### config.mk
export PLATFORM = sky130hd
export DESIGN_NAME = register_file_mp_flat
export DESIGN_NICKNAME = d
export VERILOG_FILES = /design/src/rtl/register_file_mp_if.sv /design/src/rtl/register_file_mp.sv /design/src/flat_wrapper.sv
export SDC_FILE = /design/constraint.sdc
export NUM_CORES = 1
export LEC_CHECK = 0
export ABC_AREA = 1
export CELL_PAD_IN_SITES_DETAIL_PLACEMENT = 0
export CELL_PAD_IN_SITES_GLOBAL_PLACEMENT = 1
export CORE_ASPECT_RATIO = 0.7
export CORE_MARGIN = 2
export CORE_UTILIZATION = 43
export DETAILED_ROUTE_END_ITERATION = 12
export PLACE_DENSITY_LB_ADDON = 0.1
export RECOVER_POWER = 50
export SLEW_MARGIN = 20
export SYNTH_ARGS = -nofsm -noshare
export SYNTH_HDL_FRONTEND = slang
export SYNTH_SLANG_ARGS = --single-unit
### constraint.sdc
create_clock -name clk -period 2.3 [get_ports clk]
set_input_delay 0.46 -clock clk [delete_from_list [all_inputs] [get_ports clk]]
set_output_delay 0.46 -clock clk [all_outputs]
set_load 0.01 [all_outputs]
### src/rtl/register_file_mp_if.sv
// Bus bundle for register_file_mp: write port, packed read ports, clear control and status.
interface register_file_mp_if #(
  parameter int unsigned ADDR_WIDTH = 3,
  parameter int unsigned DATA_WIDTH = 8,
  parameter int unsigned NUM_RD     = 2
);
  localparam int unsigned BE_WIDTH = DATA_WIDTH / 8;

  logic                           clr;
  logic                           busy;
  logic                           w_en;
  logic [ADDR_WIDTH-1:0]          w_addr;
  logic [BE_WIDTH-1:0]            w_be;
  logic [DATA_WIDTH-1:0]          w_data;
  logic [NUM_RD*ADDR_WIDTH-1:0]   r_addr;
  logic [NUM_RD*DATA_WIDTH-1:0]   r_data;
  logic [NUM_RD-1:0]              par_err;

  modport master (
    output clr, w_en, w_addr, w_be, w_data, r_addr,
    input  busy, r_data, par_err
  );

  modport slave (
    input  clr, w_en, w_addr, w_be, w_data, r_addr,
    output busy, r_data, par_err
  );
endinterface

### src/rtl/register_file_mp.sv
// Multi-read-port register file with byte-enable write, write-first bypass and clear sequencer.
// Optional per-byte even parity storage and checking when RF_PARITY_EN is defined.
module register_file_mp #(
  parameter int unsigned ADDR_WIDTH = 3,
  parameter int unsigned DATA_WIDTH = 8,
  parameter int unsigned NUM_RD     = 2
) (
  input  logic               clk,
  input  logic               reset_n,
  register_file_mp_if.slave  bus
);
  localparam int unsigned DEPTH    = 2 ** ADDR_WIDTH;
  localparam int unsigned BE_WIDTH = DATA_WIDTH / 8;

  typedef enum logic {ST_CLEAR, ST_IDLE} state_t;

  state_t                        r_state;
  state_t                        w_state_nxt;
  logic [ADDR_WIDTH-1:0]         r_ptr;
  logic [ADDR_WIDTH-1:0]         w_ptr_nxt;
  logic                          r_busy;
  logic                          w_busy_nxt;
  logic [NUM_RD*DATA_WIDTH-1:0]  r_rd_data;

  logic [DATA_WIDTH-1:0]         r_mem [DEPTH];

  logic                          w_mem_we;
  logic [ADDR_WIDTH-1:0]         w_mem_addr;
  logic [BE_WIDTH-1:0]           w_mem_be;
  logic [DATA_WIDTH-1:0]         w_mem_bits;
  logic [DATA_WIDTH-1:0]         w_mem_data;
  logic [ADDR_WIDTH-1:0]         w_rd_addr;
  logic [DATA_WIDTH-1:0]         w_rd_word;
  logic                          w_rd_hit;
  logic [NUM_RD*DATA_WIDTH-1:0]  w_rd_data;

`ifdef RF_PARITY_EN
  logic [BE_WIDTH-1:0]           r_par [DEPTH];
  logic [BE_WIDTH-1:0]           w_mem_par;
  logic [BE_WIDTH-1:0]           w_rd_par;
  logic [NUM_RD-1:0]             w_rd_perr;
  logic [NUM_RD-1:0]             r_par_err;
`endif

  // State register and registered outputs
  always_ff @(posedge clk or negedge reset_n) begin
    if (!reset_n) begin
      r_state   <= ST_CLEAR;
      r_ptr     <= '0;
      r_busy    <= 1'b1;
      r_rd_data <= '0;
`ifdef RF_PARITY_EN
      r_par_err <= '0;
`endif
    end else begin
      r_state   <= w_state_nxt;
      r_ptr     <= w_ptr_nxt;
      r_busy    <= w_busy_nxt;
      r_rd_data <= w_busy_nxt ? '0 : w_rd_data;
`ifdef RF_PARITY_EN
      r_par_err <= w_busy_nxt ? '0 : w_rd_perr;
`endif
    end
  end

  // Clear sequencer next state; clr is only honoured from IDLE
  always_comb begin
    w_state_nxt = r_state;
    w_ptr_nxt   = r_ptr;
    case (r_state)
      ST_CLEAR: begin
        w_ptr_nxt = r_ptr + ADDR_WIDTH'(1);
        if (r_ptr == ADDR_WIDTH'(DEPTH - 1)) begin
          w_state_nxt = ST_IDLE;
        end
      end
      ST_IDLE: begin
        if (bus.clr) begin
          w_state_nxt = ST_CLEAR;
          w_ptr_nxt   = '0;
        end
      end
      default: w_state_nxt = ST_CLEAR;
    endcase
    w_busy_nxt = (w_state_nxt == ST_CLEAR);
  end

  // Single array write port shared by the clear sweep and user writes
  always_comb begin
    w_mem_we   = 1'b0;
    w_mem_addr = bus.w_addr;
    w_mem_be   = bus.w_be;
    w_mem_data = bus.w_data;
    if (r_state == ST_CLEAR) begin
      w_mem_we   = 1'b1;
      w_mem_addr = r_ptr;
      w_mem_be   = '1;
      w_mem_data = '0;
    end else if (bus.w_en && (bus.w_be != '0)) begin
      w_mem_we   = 1'b1;
    end
    w_mem_bits = '0;
    for (int unsigned i = 0; i < BE_WIDTH; i++) begin
      w_mem_bits[8*i +: 8] = {8{w_mem_be[i]}};
    end
  end

`ifdef RF_PARITY_EN
  always_comb begin
    w_mem_par = '0;
    for (int unsigned i = 0; i < BE_WIDTH; i++) begin
      w_mem_par[i] = ^w_mem_data[8*i +: 8];
    end
  end
`endif

  // Storage array is intentionally not reset; the clear sweep initialises it
  always_ff @(posedge clk) begin
    if (w_mem_we) begin
      r_mem[w_mem_addr] <= (r_mem[w_mem_addr] & ~w_mem_bits) | (w_mem_data & w_mem_bits);
`ifdef RF_PARITY_EN
      r_par[w_mem_addr] <= (r_par[w_mem_addr] & ~w_mem_be) | (w_mem_par & w_mem_be);
`endif
    end
  end

  // Read ports with write-first merge; bypassed reads never flag parity
  always_comb begin
    w_rd_data = '0;
    w_rd_addr = '0;
    w_rd_word = '0;
    w_rd_hit  = 1'b0;
`ifdef RF_PARITY_EN
    w_rd_perr = '0;
    w_rd_par  = '0;
`endif
    for (int unsigned k = 0; k < NUM_RD; k++) begin
      w_rd_addr = bus.r_addr[k*ADDR_WIDTH +: ADDR_WIDTH];
      w_rd_word = r_mem[w_rd_addr];
      w_rd_hit  = w_mem_we && (w_mem_addr == w_rd_addr);
`ifdef RF_PARITY_EN
      for (int unsigned i = 0; i < BE_WIDTH; i++) begin
        w_rd_par[i] = ^w_rd_word[8*i +: 8];
      end
      w_rd_perr[k] = !w_rd_hit && ((w_rd_par ^ r_par[w_rd_addr]) != '0);
`endif
      if (w_rd_hit) begin
        w_rd_word = (w_rd_word & ~w_mem_bits) | (w_mem_data & w_mem_bits);
      end
      w_rd_data[k*DATA_WIDTH +: DATA_WIDTH] = w_rd_word;
    end
  end

  assign bus.busy   = r_busy;
  assign bus.r_data = r_rd_data;
`ifdef RF_PARITY_EN
  assign bus.par_err = r_par_err;
`else
  assign bus.par_err = '0;
`endif

endmodule

### src/flat_wrapper.sv
// flat-port wrapper written by rule: the top's interface ports become plain ports
module register_file_mp_flat 
#(
  parameter int unsigned ADDR_WIDTH = 3,
  parameter int unsigned DATA_WIDTH = 8,
  parameter int unsigned NUM_RD     = 2
)
  (clk, reset_n, bus_clr, bus_w_en, bus_w_addr, bus_w_be, bus_w_data, bus_r_addr, bus_busy, bus_r_data, bus_par_err);
  register_file_mp_if #(.ADDR_WIDTH(ADDR_WIDTH), .DATA_WIDTH(DATA_WIDTH), .NUM_RD(NUM_RD)) bus_i ();
  input  logic clk;
  input  logic reset_n;
  input wire logic [$bits(bus_i.clr)-1:0] bus_clr;
  input wire logic [$bits(bus_i.w_en)-1:0] bus_w_en;
  input wire logic [$bits(bus_i.w_addr)-1:0] bus_w_addr;
  input wire logic [$bits(bus_i.w_be)-1:0] bus_w_be;
  input wire logic [$bits(bus_i.w_data)-1:0] bus_w_data;
  input wire logic [$bits(bus_i.r_addr)-1:0] bus_r_addr;
  output wire logic [$bits(bus_i.busy)-1:0] bus_busy;
  output wire logic [$bits(bus_i.r_data)-1:0] bus_r_data;
  output wire logic [$bits(bus_i.par_err)-1:0] bus_par_err;
  assign bus_i.clr = bus_clr;
  assign bus_i.w_en = bus_w_en;
  assign bus_i.w_addr = bus_w_addr;
  assign bus_i.w_be = bus_w_be;
  assign bus_i.w_data = bus_w_data;
  assign bus_i.r_addr = bus_r_addr;
  assign bus_busy = bus_i.busy;
  assign bus_r_data = bus_i.r_data;
  assign bus_par_err = bus_i.par_err;
  register_file_mp #(.ADDR_WIDTH(ADDR_WIDTH), .DATA_WIDTH(DATA_WIDTH), .NUM_RD(NUM_RD)) u_core (.clk(clk), .reset_n(reset_n), .bus(bus_i));
endmodule
==> reports/qor.csv <==
stage,metric,value,unit
cts,clk_latency,0.35,ns
setup_path,worstSetupPathType,flop to flop,
setup_path,path_max_fanout,28,
cts,htree_levels,3,
setup_path,rr_endpoint,u_core.r_mem[5][6],
routing,routed_wl,17000,um
routing,drc,0,
final_layout,final_layout_size_suffix_gt1_share,10.0,%
setup_path,crit_arrival,2.15,ns
sta,tns,0,ns
cts,cts_resized,0,
sta,finClkSkew,0.00558,ns
yosys,syn_avg_cell_area,7.44,um2
cts,cts_setup_buffers,0,
setup_path,critical_path_required,2.28,ns
global_route,grt_max_degree,57,
global_route,grt_util_met3,6.33,%
final_layout,layout.nets,778,
setup_path,reg2regPathDepth,7,
final_layout,register_area,2450,um2
setup_path,start_kind,flop,
setup_path,crit_path_end,u_core.r_mem[5][6],
cts,clock-sinks,85,
yosys,yosysTopAreaCell,edfxtp_1,
die,die_h,95.0,um
global_route,busiest_layer,met2,
setup_path,timing.rr.start,u_core.r_state,
global_route,use_met2,41.5,%
die,core,11600,um2
final_layout,area_delta_synth_final,22.4,%
power,total_power,8680,uW
cts,tritoncts,done,
die,io-pin-count,41,
global_route,met1_usage,39.4,%
yosys,synth-main-ff-cell,edfxtp_1,
cts,cts.reportedPaths.clkPinSlew,0.06,ns
sta,fin_crit_sh,94.2,%
global_route,grt_pass1_vias,4552,
yosys,synth_seq_cells,85,
yosys,synth-edff-count,64,
die,die_x,134,um
final_layout,multi_input_area,2190,um2
sta,rsz0062_at_grt,false,
yosys,yosysTopAreaCellShare,37.8,%
cts,clock_path_buffers,2,
global_route,grt.overflow.total,0,
cts,cts_made_buffers,9,
sta,finalCriticalPeriod,2.17,ns
sta,setup_viol,0,
yosys,seq_area_frac_synth,48.1,%
sta,whs,0.588,ns
cts,cts_root_buf,clkbuf_16,
hold_path,worst_hold_path_type,flop to flop,
die,fp.dieArea,12700,um2
setup_path,end_kind,flop,
yosys,syn-cell-area,5090,um2
placement,port_buffers,38,
power,leakagePower,0.00293,uW
placement,post_dp_cell_area,5960,um2
final_layout,fillCellCount,1163,
cts,cts_hold_buf,0,
yosys,netlist_instances,684,
run_status,status,"finished, final reports clean",
sta,slew_viol_final,0,
global_route,grt_pass1_wl,25700,um
placement,gp_congestion,0.915,
sta,hold_viol_final,0,
setup_path,startpoint,u_core.r_state,
placement,hpwlAfterDp,12100,um
die,initial_core_util,43.7,%
sta,relSlewSlack,22.1,%
routing,drt_iter0_markers,388,
yosys,post-synth-top-count-cell,nand2_1,
routing,ant_nets,0,
global_route,antenna_found_initial,0,
yosys,synth_common_cells,"nand2_1, o21ai_0, edfxtp_1, inv_1",
yosys,synth_warnings,0,
global_route,track_usage,27.8,%
yosys,ys_types,26,
routing,firstDrtPassIters,5,
final_layout,final_area,6230,um2
final_layout,instances_no_fill,916,
routing,wl_per_cell,18.6,um
routing,vias,4941,
final_layout,diodes,0,
setup_path,reg2reg_slack,0.13,ns
run,maxCapViolCount,0,
power,vdd_drop_max,0.00132,V
die,fp-row-count,33,
routing,avgViaCountPerCell,5.39,
yosys,synth_async_sr_flop_share,24.7,%
power,power.density,1390,nW/um2
yosys,ys_top_cells_by_area,"edfxtp_1, nand2_1, dfrtp_1",
sta,max_freq,0.461,GHz
placement,place_inst,900,
sta,worstMarginPinSlew,1.17,ns
## how the worst min path moves through the flow
stage,from,endpoint,cells past startpoint
floorplan,reset_n,u_core.bus.r_data[0],0
global placement,u_core.r_ptr[0],u_core.r_ptr[0],2
detailed placement,u_core.r_ptr[0],u_core.r_ptr[0],2
CTS,reset_n,u_core.bus.r_data[8],2
global route,u_core.r_ptr[2],u_core.r_ptr[2],2
finish,u_core.r_ptr[0],u_core.r_ptr[0],2
## cells in the final DEF, fill, tap and decap left out, types with 6 or more instances in the layout
master and n:
dfrtp_1 20, edfxtp_1 64, dlygate4sd3_1 18, o21ai_0 67, a21oi_1 60, buf_4 36, clkbuf_16 9, nor2_4 6
buf_12 6, clkbuf_1 8, inv_1 62, nor2_1 43, clkdlybuf4s50_1 19, nand2_1 251, nand3_1 59
## cells by family (layout without fill, tap and decap cells)
family,count (synthesis),after routing,synth area share [%]
other,1,2,0.0737
buffers and inverters,102,176,8.68
AO/OA/AOI/OAI,129,129,12.8
flip-flops,85,85,48.1
AND/OR/NAND/NOR,365,365,29.8
adder cells (fa/ha/maj),2,2,0.492
## flip-flops by register name, indices dropped and copies added (netlist names)
register           cells
u_core.bus.busy        1
u_core.bus.r_data     16
u_core.r_mem          64
u_core.r_state         1
u_core.r_ptr           3
## power breakdown
part / internal (uW) / total (uW) / leakage [uW] / switching [uW]
combinational: 1540 / 4430 / 0.00191 / 2890
clock: 950 / 1570 / 0.000145 / 621
sequential: 2400 / 2680 / 0.000880 / 280
## per-stage QoR
step	setup slack (ns)	utilization (%)
3_3_place_gp	0.0228	51.2
5_1_grt	0.0364	53.5
6_report	0.133	53.5
4_1_cts	0.296	53.9
2_1_floorplan	0.401	-
3_5_place_dp	0.0449	51.2
## cell type report
class | count | area share [%]
flip-flops and latches | 85 | 39.3
well taps | 157 | 3.15
repair buffers | 92 | 13.2
inverters | 68 | 4.10
multi-input cells | 498 | 35.2
clock inverters | 6 | 1.41
clock buffers | 10 | 3.67
## worst max-delay path, stage by stage, from the launching register on
cell	delay (ns)
dfrtp_1	0.46
inv_2	0.20
nand2_1	0.08
nand2_1	0.11
buf_12	0.20
nand2_1	0.15
nor2_1	0.16
clkbuf_1	0.45
## layer usage
layer | share of wire (%) | vias up
li1 | - | 2361
met5 | 0 | -
met4 | 3.0 | 0
met1 | 45 | 2329
met3 | 9.1 | 35
met2 | 43 | 216
Power figures use the tool's default switching activity.
